**config.mk**
```make
export PLATFORM = sky130hd
export DESIGN_NAME = aurora_tx_lane_gearbox
export DESIGN_NICKNAME = d
export VERILOG_FILES = /design/src/rtl/aurora_tx_lane_gearbox.sv
export SDC_FILE = /design/constraint.sdc
export NUM_CORES = 1
export LEC_CHECK = 0
export ABC_AREA = 1
export BUFFER_PORTS_ARGS = -buffer_cell sky130_fd_sc_hd__buf_4
export CORE_ASPECT_RATIO = 0.5
export CORE_MARGIN = 2
export CORE_UTILIZATION = 60
export CTS_CLUSTER_DIAMETER = 120
export DETAILED_ROUTE_END_ITERATION = 10
export GPL_ROUTABILITY_DRIVEN = 1
export PLACE_DENSITY_LB_ADDON = 0.12
export SYNTH_ARGS = -nofsm -noshare
export SYNTH_HDL_FRONTEND = slang
export SYNTH_SLANG_ARGS = --single-unit
```
**constraint.sdc**
```tcl
create_clock -name clk_tx_i -period 3.4 [get_ports clk_tx_i]
set_clock_uncertainty 0.05 [all_clocks]
set_input_delay 0.51 -clock clk_tx_i [delete_from_list [all_inputs] [get_ports clk_tx_i]]
set_output_delay 0.51 -clock clk_tx_i [all_outputs]
set_load 0.05 [all_outputs]
```
**src/rtl/aurora_tx_lane_gearbox.sv**
```systemverilog
// Aurora 64b/66b transmit lane: scrambles 66-bit blocks, inserts idle blocks and gearboxes them to 32-bit words.
// Build option AURORA_TX_PRBS_EN adds prbs_en_i and a PRBS7 test-pattern generator.
module aurora_tx_lane_gearbox #(
  parameter logic [63:0] IDLE_DATA = 64'h7800_0000_0000_0000,
  parameter logic [57:0] SCR_SEED  = 58'h3FF_FFFF_FFFF_FFFF
) (
  input  logic        clk_tx_i,
  input  logic        rst_n_i,
  input  logic [63:0] tx_data_i,
  input  logic [1:0]  tx_header_i,
  input  logic        tx_valid_i,
  output logic        tx_ready_o,
  input  logic        tx_polarity_i,
`ifdef AURORA_TX_PRBS_EN
  input  logic        prbs_en_i,
`endif
  output logic [31:0] tx_data_o,
  output logic [7:0]  tx_stat_o
);

  // Handshake: a block on tx_data_i/tx_header_i is consumed on the rising edge
  // where tx_valid_i=1 and tx_ready_o=1; tx_ready_o never looks at tx_valid_i.
  typedef enum logic {
    ST_HALT = 1'b0,
    ST_RUN  = 1'b1
  } state_e;

  state_e      state_q, state_d;
  logic [6:0]  fill_q, fill_d;
  logic [97:0] acc_q, acc_d;
  logic [57:0] scr_q, scr_d;
  logic [5:0]  seq_q;
  logic        idle_q;
  logic [31:0] data_q, word_d;
  logic        run, prbs_act, advance, load;
  logic [63:0] pay_raw, pay_scr;
  logic [65:0] blk;
  logic [97:0] merged;
  logic [31:0] prbs_word;

  always_ff @(posedge clk_tx_i or negedge rst_n_i) begin
    if (!rst_n_i) state_q <= ST_HALT;
    else          state_q <= state_d;
  end

  always_comb begin
    state_d = state_q;
    if (state_q == ST_HALT) state_d = ST_RUN;
  end

  assign run = (state_q == ST_RUN);

`ifdef AURORA_TX_PRBS_EN
  logic [6:0] prbs_q, prbs_d;

  assign prbs_act = run & prbs_en_i;

  // x^7+x^6+1, newest bit placed MSB-first in the word
  always_comb begin
    prbs_d    = prbs_q;
    prbs_word = '0;
    for (int i = 31; i >= 0; i--) begin
      prbs_word[i] = prbs_d[6] ^ prbs_d[5];
      prbs_d       = {prbs_d[5:0], prbs_word[i]};
    end
  end

  always_ff @(posedge clk_tx_i or negedge rst_n_i) begin
    if (!rst_n_i)      prbs_q <= 7'h7F;
    else if (prbs_act) prbs_q <= prbs_d;
  end
`else
  assign prbs_act  = 1'b0;
  assign prbs_word = '0;
`endif

  assign advance    = run & ~prbs_act;
  assign load       = advance & (fill_q < 7'd32);
  assign tx_ready_o = load;

  assign pay_raw = tx_valid_i ? tx_data_i : IDLE_DATA;

  // Self-synchronous scrambler, bit 63 first; state holds the scrambled history, newest in bit 0.
  always_comb begin
    scr_d   = scr_q;
    pay_scr = '0;
    for (int i = 63; i >= 0; i--) begin
      pay_scr[i] = pay_raw[i] ^ scr_d[38] ^ scr_d[57];
      scr_d      = {scr_d[56:0], pay_scr[i]};
    end
  end

  assign blk    = {(tx_valid_i ? tx_header_i : 2'b10), pay_scr};
  assign merged = acc_q | ({blk, 32'b0} >> fill_q);

  // Accumulator is MSB-aligned; the word always comes off the top 32 bits.
  always_comb begin
    acc_d  = acc_q;
    fill_d = fill_q;
    word_d = acc_q[97:66];
    if (load) begin
      word_d = merged[97:66];
      acc_d  = {merged[65:0], 32'b0};
      fill_d = fill_q + 7'd34;
    end else if (advance) begin
      acc_d  = {acc_q[65:0], 32'b0};
      fill_d = fill_q - 7'd32;
    end
    if (prbs_act) word_d = prbs_word;
  end

  always_ff @(posedge clk_tx_i or negedge rst_n_i) begin
    if (!rst_n_i) begin
      acc_q  <= '0;
      fill_q <= '0;
      scr_q  <= SCR_SEED;
      seq_q  <= '0;
      idle_q <= 1'b0;
      data_q <= '0;
    end else begin
      acc_q  <= acc_d;
      fill_q <= fill_d;
      if (load) begin
        scr_q  <= scr_d;
        idle_q <= ~tx_valid_i;
      end
      if (advance) seq_q <= (seq_q == 6'd32) ? 6'd0 : seq_q + 6'd1;
      if (advance | prbs_act) data_q <= word_d ^ {32{tx_polarity_i}};
    end
  end

  assign tx_data_o = data_q;
  assign tx_stat_o = {seq_q, idle_q, run};

endmodule

```
* Yosys cells after proc, flatten, opt, wreduce, memory -nomap -nowiden
Cells that the tools add are included.
** Cells by class
- Add/subtract/negate cells :: 3
- $lt $le $gt $ge :: 1
- Equality and inequality tests :: 1
- Shift operators :: 1
- Mux-type cells :: 8
- Bitwise operators :: 132
- Reductions and logical operators :: 1
** Operators with widths (count)
- $mux 98 :: 2
- $xor 1x1->1 :: 128
- $or 98x98->98 :: 1
- $shr 98x7->98 :: 1
- $mux 64 :: 1
- $mux 32 :: 1
- $xor 32x32->32 :: 1
- $mux 7 :: 2
- $add 7x6->7 const B :: 1
- $lt 7x6->1 const B :: 1
- $sub 7x6->7 const B :: 1
- $add 6x1->6 const B :: 1
- $eq 6x6->1 const B :: 1
- $mux 6 :: 1
- $mux 2 :: 1
- $reduce_bool 2->1 :: 1
- $and 1x1->1 :: 1
- $not 1->1 :: 1
** Word-level totals
- Flip-flop bits (word level) :: 203
- Bits of input ports :: 70
- Output and inout port bits :: 41

* Logic depth before layout (Yosys ltp)
- Word-level depth :: 9
- Mapped depth :: 20
- Depth with buffers taken out :: 19

* Worst setup path after synthesis
Ideal clock, no wire load.
- Path kind :: register -> output
- Start :: register fill_q[5]
- End :: output port tx_ready_o
- Arrival time :: 2564 ps
- Data required time :: 2840 ps
- Setup slack :: 276 ps
- Cell stages (with the launch flop) :: 10
- Cells stage by stage :: dfrtp_1 -> clkbuf_1 -> inv_1 -> clkbuf_1 -> buf_1 -> ha_1 -> nand2_1 -> inv_2 -> clkbuf_1 -> clkbuf_1
** Between the ends
- Word-level cells in the longest chain between the ends :: 2
** Ends and longest elaborated chain
- start, declared :: line 29 : logic [6:0] fill_q, fill_d;
- start signal, assigned :: line 122 : fill_q <= fill_d;
- $lt 7x6->1 :: line 78 : assign load = advance & (fill_q < 7'd32);
- $and 1x1->1 :: line 78
- end, declared :: line 12 : output logic tx_ready_o,
No other way between the ends.

* Worst setup path after layout
- Start :: register fill_q[1]
- End :: register data_q[7] (netlist: tx_data_o[7])
** Between the ends
- Word-level cells in the longest chain between the ends :: 4
** Ends and longest elaborated chain
- $shr 98x7->98 / $lt 7x6->1 (equally long branches) :: line 94, 78
- $or 98x98->98 / $and 1x1->1 (equally long branches) :: line 94, 78
- $mux 32 * :: line 101 : if (load) begin
- $xor 32x32->32 * :: line 128 : if (advance | prbs_act) data_q <= word_d ^ {32{tx_polarity_i}};
- end signal, assigned :: line 128
- end, declared :: line 34 : logic [31:0] data_q, word_d;
Every way passes the cells marked *; elsewhere a longest branch is shown, timed or not.
A chain may end at the register's enable or synchronous reset.

==> metrics.md <==
| Metric | Value |
|---|---|
| Fraction of power consumed by sequential logic | `19.0%` |
| Starting utilization of the core area | `just over 60%` |
| Multi-input logic area | `8560 um2` |
| Worst setup SP type | `flop` |
| Unique masters post-synth | `54` |
| Shortest clock period the worst path allows after layout | `approximately 2800 ps` |
| 1st-pass router iterations | `6` |
| GRT Max-Usage Layer | `met1` |
| Net switching power figure | `11.6 mW` |
| Largest net degree at the start of global routing | `between 100 and 150` |
| Residual DRC count | `0` |
| Register cell area after layout | `approximately 4300 um2` |
| Maximum vdd drop | `roughly 0.84 mV` |
| H-tree lvl count | `4` |
| Setup TNS | `0 ps` |
| Overall overflow remaining after global route | `0` |
| Kind of cell adding the most delay to the critical path | `simple AND/OR/NAND/NOR gates` |
| Vias in the first global route | `between 10000 and 15000` |
| Net count of the finished layout | `approximately 2300` |
| Met2 track utilization from global routing | `between 50% and 60%` |
| DRC marker count from the first detailed-route iteration | `~3100` |
| Setup violations, final | `0` |
| Detail-routed net length per standard cell | `a little over 20 um` |
| Net count of the mapped netlist | `about 2300` |
| Half-perimeter wire length after detailed placement | `between 30000 and 40000 um` |
| Chip Height | `between 100 and 150 um` |
| Sequential cell area fraction in the yosys report | `a little under a third` |
| Areal power density over the cells | `around 1200 nW/um2` |
| Cell types with the highest counts after synthesis | `nand2_1 (756), nand3_1 (508), inv_1 (135), nor2_1 (117), dfrtp_1 (112)` |
| Worst flop-to-flop path startpoint | `fill_q[1]` |
| Clock transition at the registers of the reported paths | `80 ps` |
| Input/output buffers | `110` |
| Largest fanout of any net on the critical path | `26` |
| Slowest CP cell | `dfrtp_2` |
| Cell area after technology mapping | `approximately 14000 um2` |
| Area growth, synth to finish | `11.3%` |
| Critical-path cell list | `inv_2 -> buf_12 -> nand2_1 -> o21ai_1 -> nand2_1 -> nand2_1 -> nand2_1 -> nand2_1 -> nand2_1 -> nand2_1 -> nand3_1 -> nand2_1 -> nand2_1 -> nand3_1 -> nand2_1` |
| Num rows | `39` |
| Placed inst area | `~15000 um2` |
| Fin. max-slew vios | `0` |
| Worst skew pair latency | `~470 ps` |
| Max Freq | `between 300 and 400 MHz` |
| Wire length of the first global-routing pass | `83500 um` |
| Number of buffers added to fix hold violations after cts | `1` |
| Initial antenna violation count | `1` |
| YS warnings | `0` |
| Number of vias after detailed routing | `16100` |
| Die outline width | `221 um` |
| Most common cell in the synthesized netlist | `nand2_1` |
| Met1 capacity usage during global routing | `~67%` |
| Syn avg cell area | `between 6 and 7 um2` |
| Floorplan core area | `23000 um2` |
| Outcome | `complete, no violations` |
| Dominant cell type by count on the critical path | `nand2_1` |
| Met3 demand-to-capacity share in global routing | `15.8%` |
| Leak pwr | `between 7 and 8 nW` |
| CTS tree | `built` |
| Post-CTS resize count | `0` |
| Share of Yosys cell area claimed by the top area cell type | `20.1%` |
| Buffer count from post-CTS setup fixing | `0` |
| Critical Path Start | `fill_q[1]` |
| Hold path start | `tx_data_i[33]` |
| Number of enable-type register cells in the synthesized netlist | `0` |
| Clock net sink count | `170` |
| Max-Slew Margin vs Limit | `between 20% and 30%` |
| Critical path's largest stage delay | `around 430 ps` |
| Cell taking the most area after synthesis | `nand2_1` |
| FILL cells | `roughly 2100` |
| Final standard cell utilization of the core | `around two thirds` |
| Total length of routed wires | `53700 um` |
| Max-cap violation count | `0` |
| Overall Global Routing Usage | `~44%` |
| Top Ports | `approximately 110` |
| Vias/cell | `6.22` |
| Worst-case hold slack | `315 ps` |
| Endpoint arrival time on the critical path | `between 3000 and 4000 ps` |
| Unrepaired setup endpoints after global routing | `no` |
| Worst path required time | `3700 ps` |
| Layout cell share with drive strength beyond 1 | `between 10% and 20%` |
| Post-Syn Instances | `2250` |
| Internal | `between 8 and 9 mW` |
| Finished Cell Area | `approximately 16000 um2` |
| Post-layout total power | `19.6 mW` |
| Leading post-synthesis cells by cell area | `nand2_1 (20%), dfrtp_1 (20%), nand3_1 (18%), dfstp_2 (11%), inv_1 (3.6%)` |
| Number of storage elements in the synthesis netlist | `170` |
| Transition time of the tightest slew-check pin | `1070 ps` |
| Placer congestion estimate | `1.08` |
| Clock Power Share | `a little over a tenth` |
| Root Buffer Master | `clkbuf_16` |
| WS Path Type | `reg -> reg` |
| Ys async rst share | `100%` |
| Share of the clock period used by the worst path after layout | `about four fifths` |
| Die outline area | `approximately 25000 um2` |
| Synth Flop Type | `dfrtp_1` |
| Final Hold Fails | `0` |
| Switching share of total power | `about 59%` |
| CP bufs+invs | `2` |
| Setup crit end kind | `flop` |
| Part of the power in combinational logic | `a little over two thirds` |
| Type of the worst min-delay path | `in -> reg` |
| Routed Antenna Nets | `0` |
| Maximum clock path buffer count | `2` |
| Number of buffers added by the clock tree synthesis step | `17` |
logic make-up (layout without fill, tap and decap cells):
| logic type | Yosys count | count (layout) | synth area share [%] |
|---|---|---|---|
| AND/OR/NAND/NOR | 1464 | 1464 | 45.6 |
| buffers and inverters | 298 | 335 | 8.82 |
| AO/OA/AOI/OAI | 252 | 252 | 10.6 |
| flip-flops | 170 | 170 | 30.6 |
| XOR/XNOR | 61 | 61 | 3.99 |
| adder cells (fa/ha/maj) | 4 | 4 | 0.354 |
| other | 1 | 2 | 0.0265 |
power by group through the flow:
stage | Sequential [mW] | Clock, mW | Combinational [mW]
global placement | 3.70 | 0 | 12.9
global route | 3.83 | 2.18 | 14.8
floorplan | 4.00 | 0 | 8.62
CTS | 3.71 | 2.09 | 13.1
finish | 3.74 | 2.11 | 13.8
detailed placement | 3.73 | 0 | 13.0
layout by cell type, fill, tap and decap left out, types with 44 or more instances in the layout:
cell type,count
dfstp_2,58
xor2_1,46
buf_4,142
a21oi_1,45
o211ai_1,44
dfrtp_1,106
o21ai_0,73
nand2_1,756
nand3_1,508
inv_1,132
nor2_1,116
sequential cells by signal, summed over array words and instances (netlist names):
| signal | flops |
|---|---|
| acc_q | 66 |
| scr_q | 58 |
| tx_data_o | 32 |
| fill_q | 6 |
| seq_q | 6 |
| advance | 1 |
| idle_q | 1 |
layer usage:
layer | share of wire [%] | routed length (um) | up-vias
li1 | - | - | 7495
met2 | 38 | 20600 | 1184
met3 | 16 | 8370 | 94
met1 | 44 | 23500 | 7362
met4 | 2.2 | 1170 | 0
met5 | 0 | 0 | -
cell type report:
cell class / count / area share, %
clock inverter: 12 / 0.962
inverter: 149 / 3.56
tap: 307 / 2.44
antenna: 1 / 0.0159
clock buffer: 20 / 2.84
multi-input combinational: 1782 / 54.4
timing repair buffer: 154 / 8.18
sequential: 170 / 27.6
final timing paths:
check	cells after the start	end	slack, ps
worst min register to register	2	acc_q[43]	430
worst min-delay path	3	scr_q[33]	320
min in group asynchronous	2	fill_q[1]	540
max in group asynchronous	3	acc_q[43]	1950
worst max register to register	15	tx_data_o[7]	630
worst max-delay path	15	tx_data_o[7]	630
worst reg2reg max path, cell delays in order (launching register included):
cell and delay (ps):
dfrtp_2 430, inv_2 420, buf_12 260, nand2_1 90, o21ai_1 270, nand2_1 150, nand2_1 110, nand2_1 50
nand2_1 140, nand2_1 90, nand2_1 150, nand3_1 130, nand2_1 110, nand2_1 50, nand3_1 90, nand2_1 60
through the flow:
step                instances  setup slack, ps
finish                   2595              632
global route             2594              563
CTS                      2594              750
detailed placement       2561              402
global placement         2561              429
floorplan                2250              276
No activity file was read; power rests on OpenSTA's default activity.
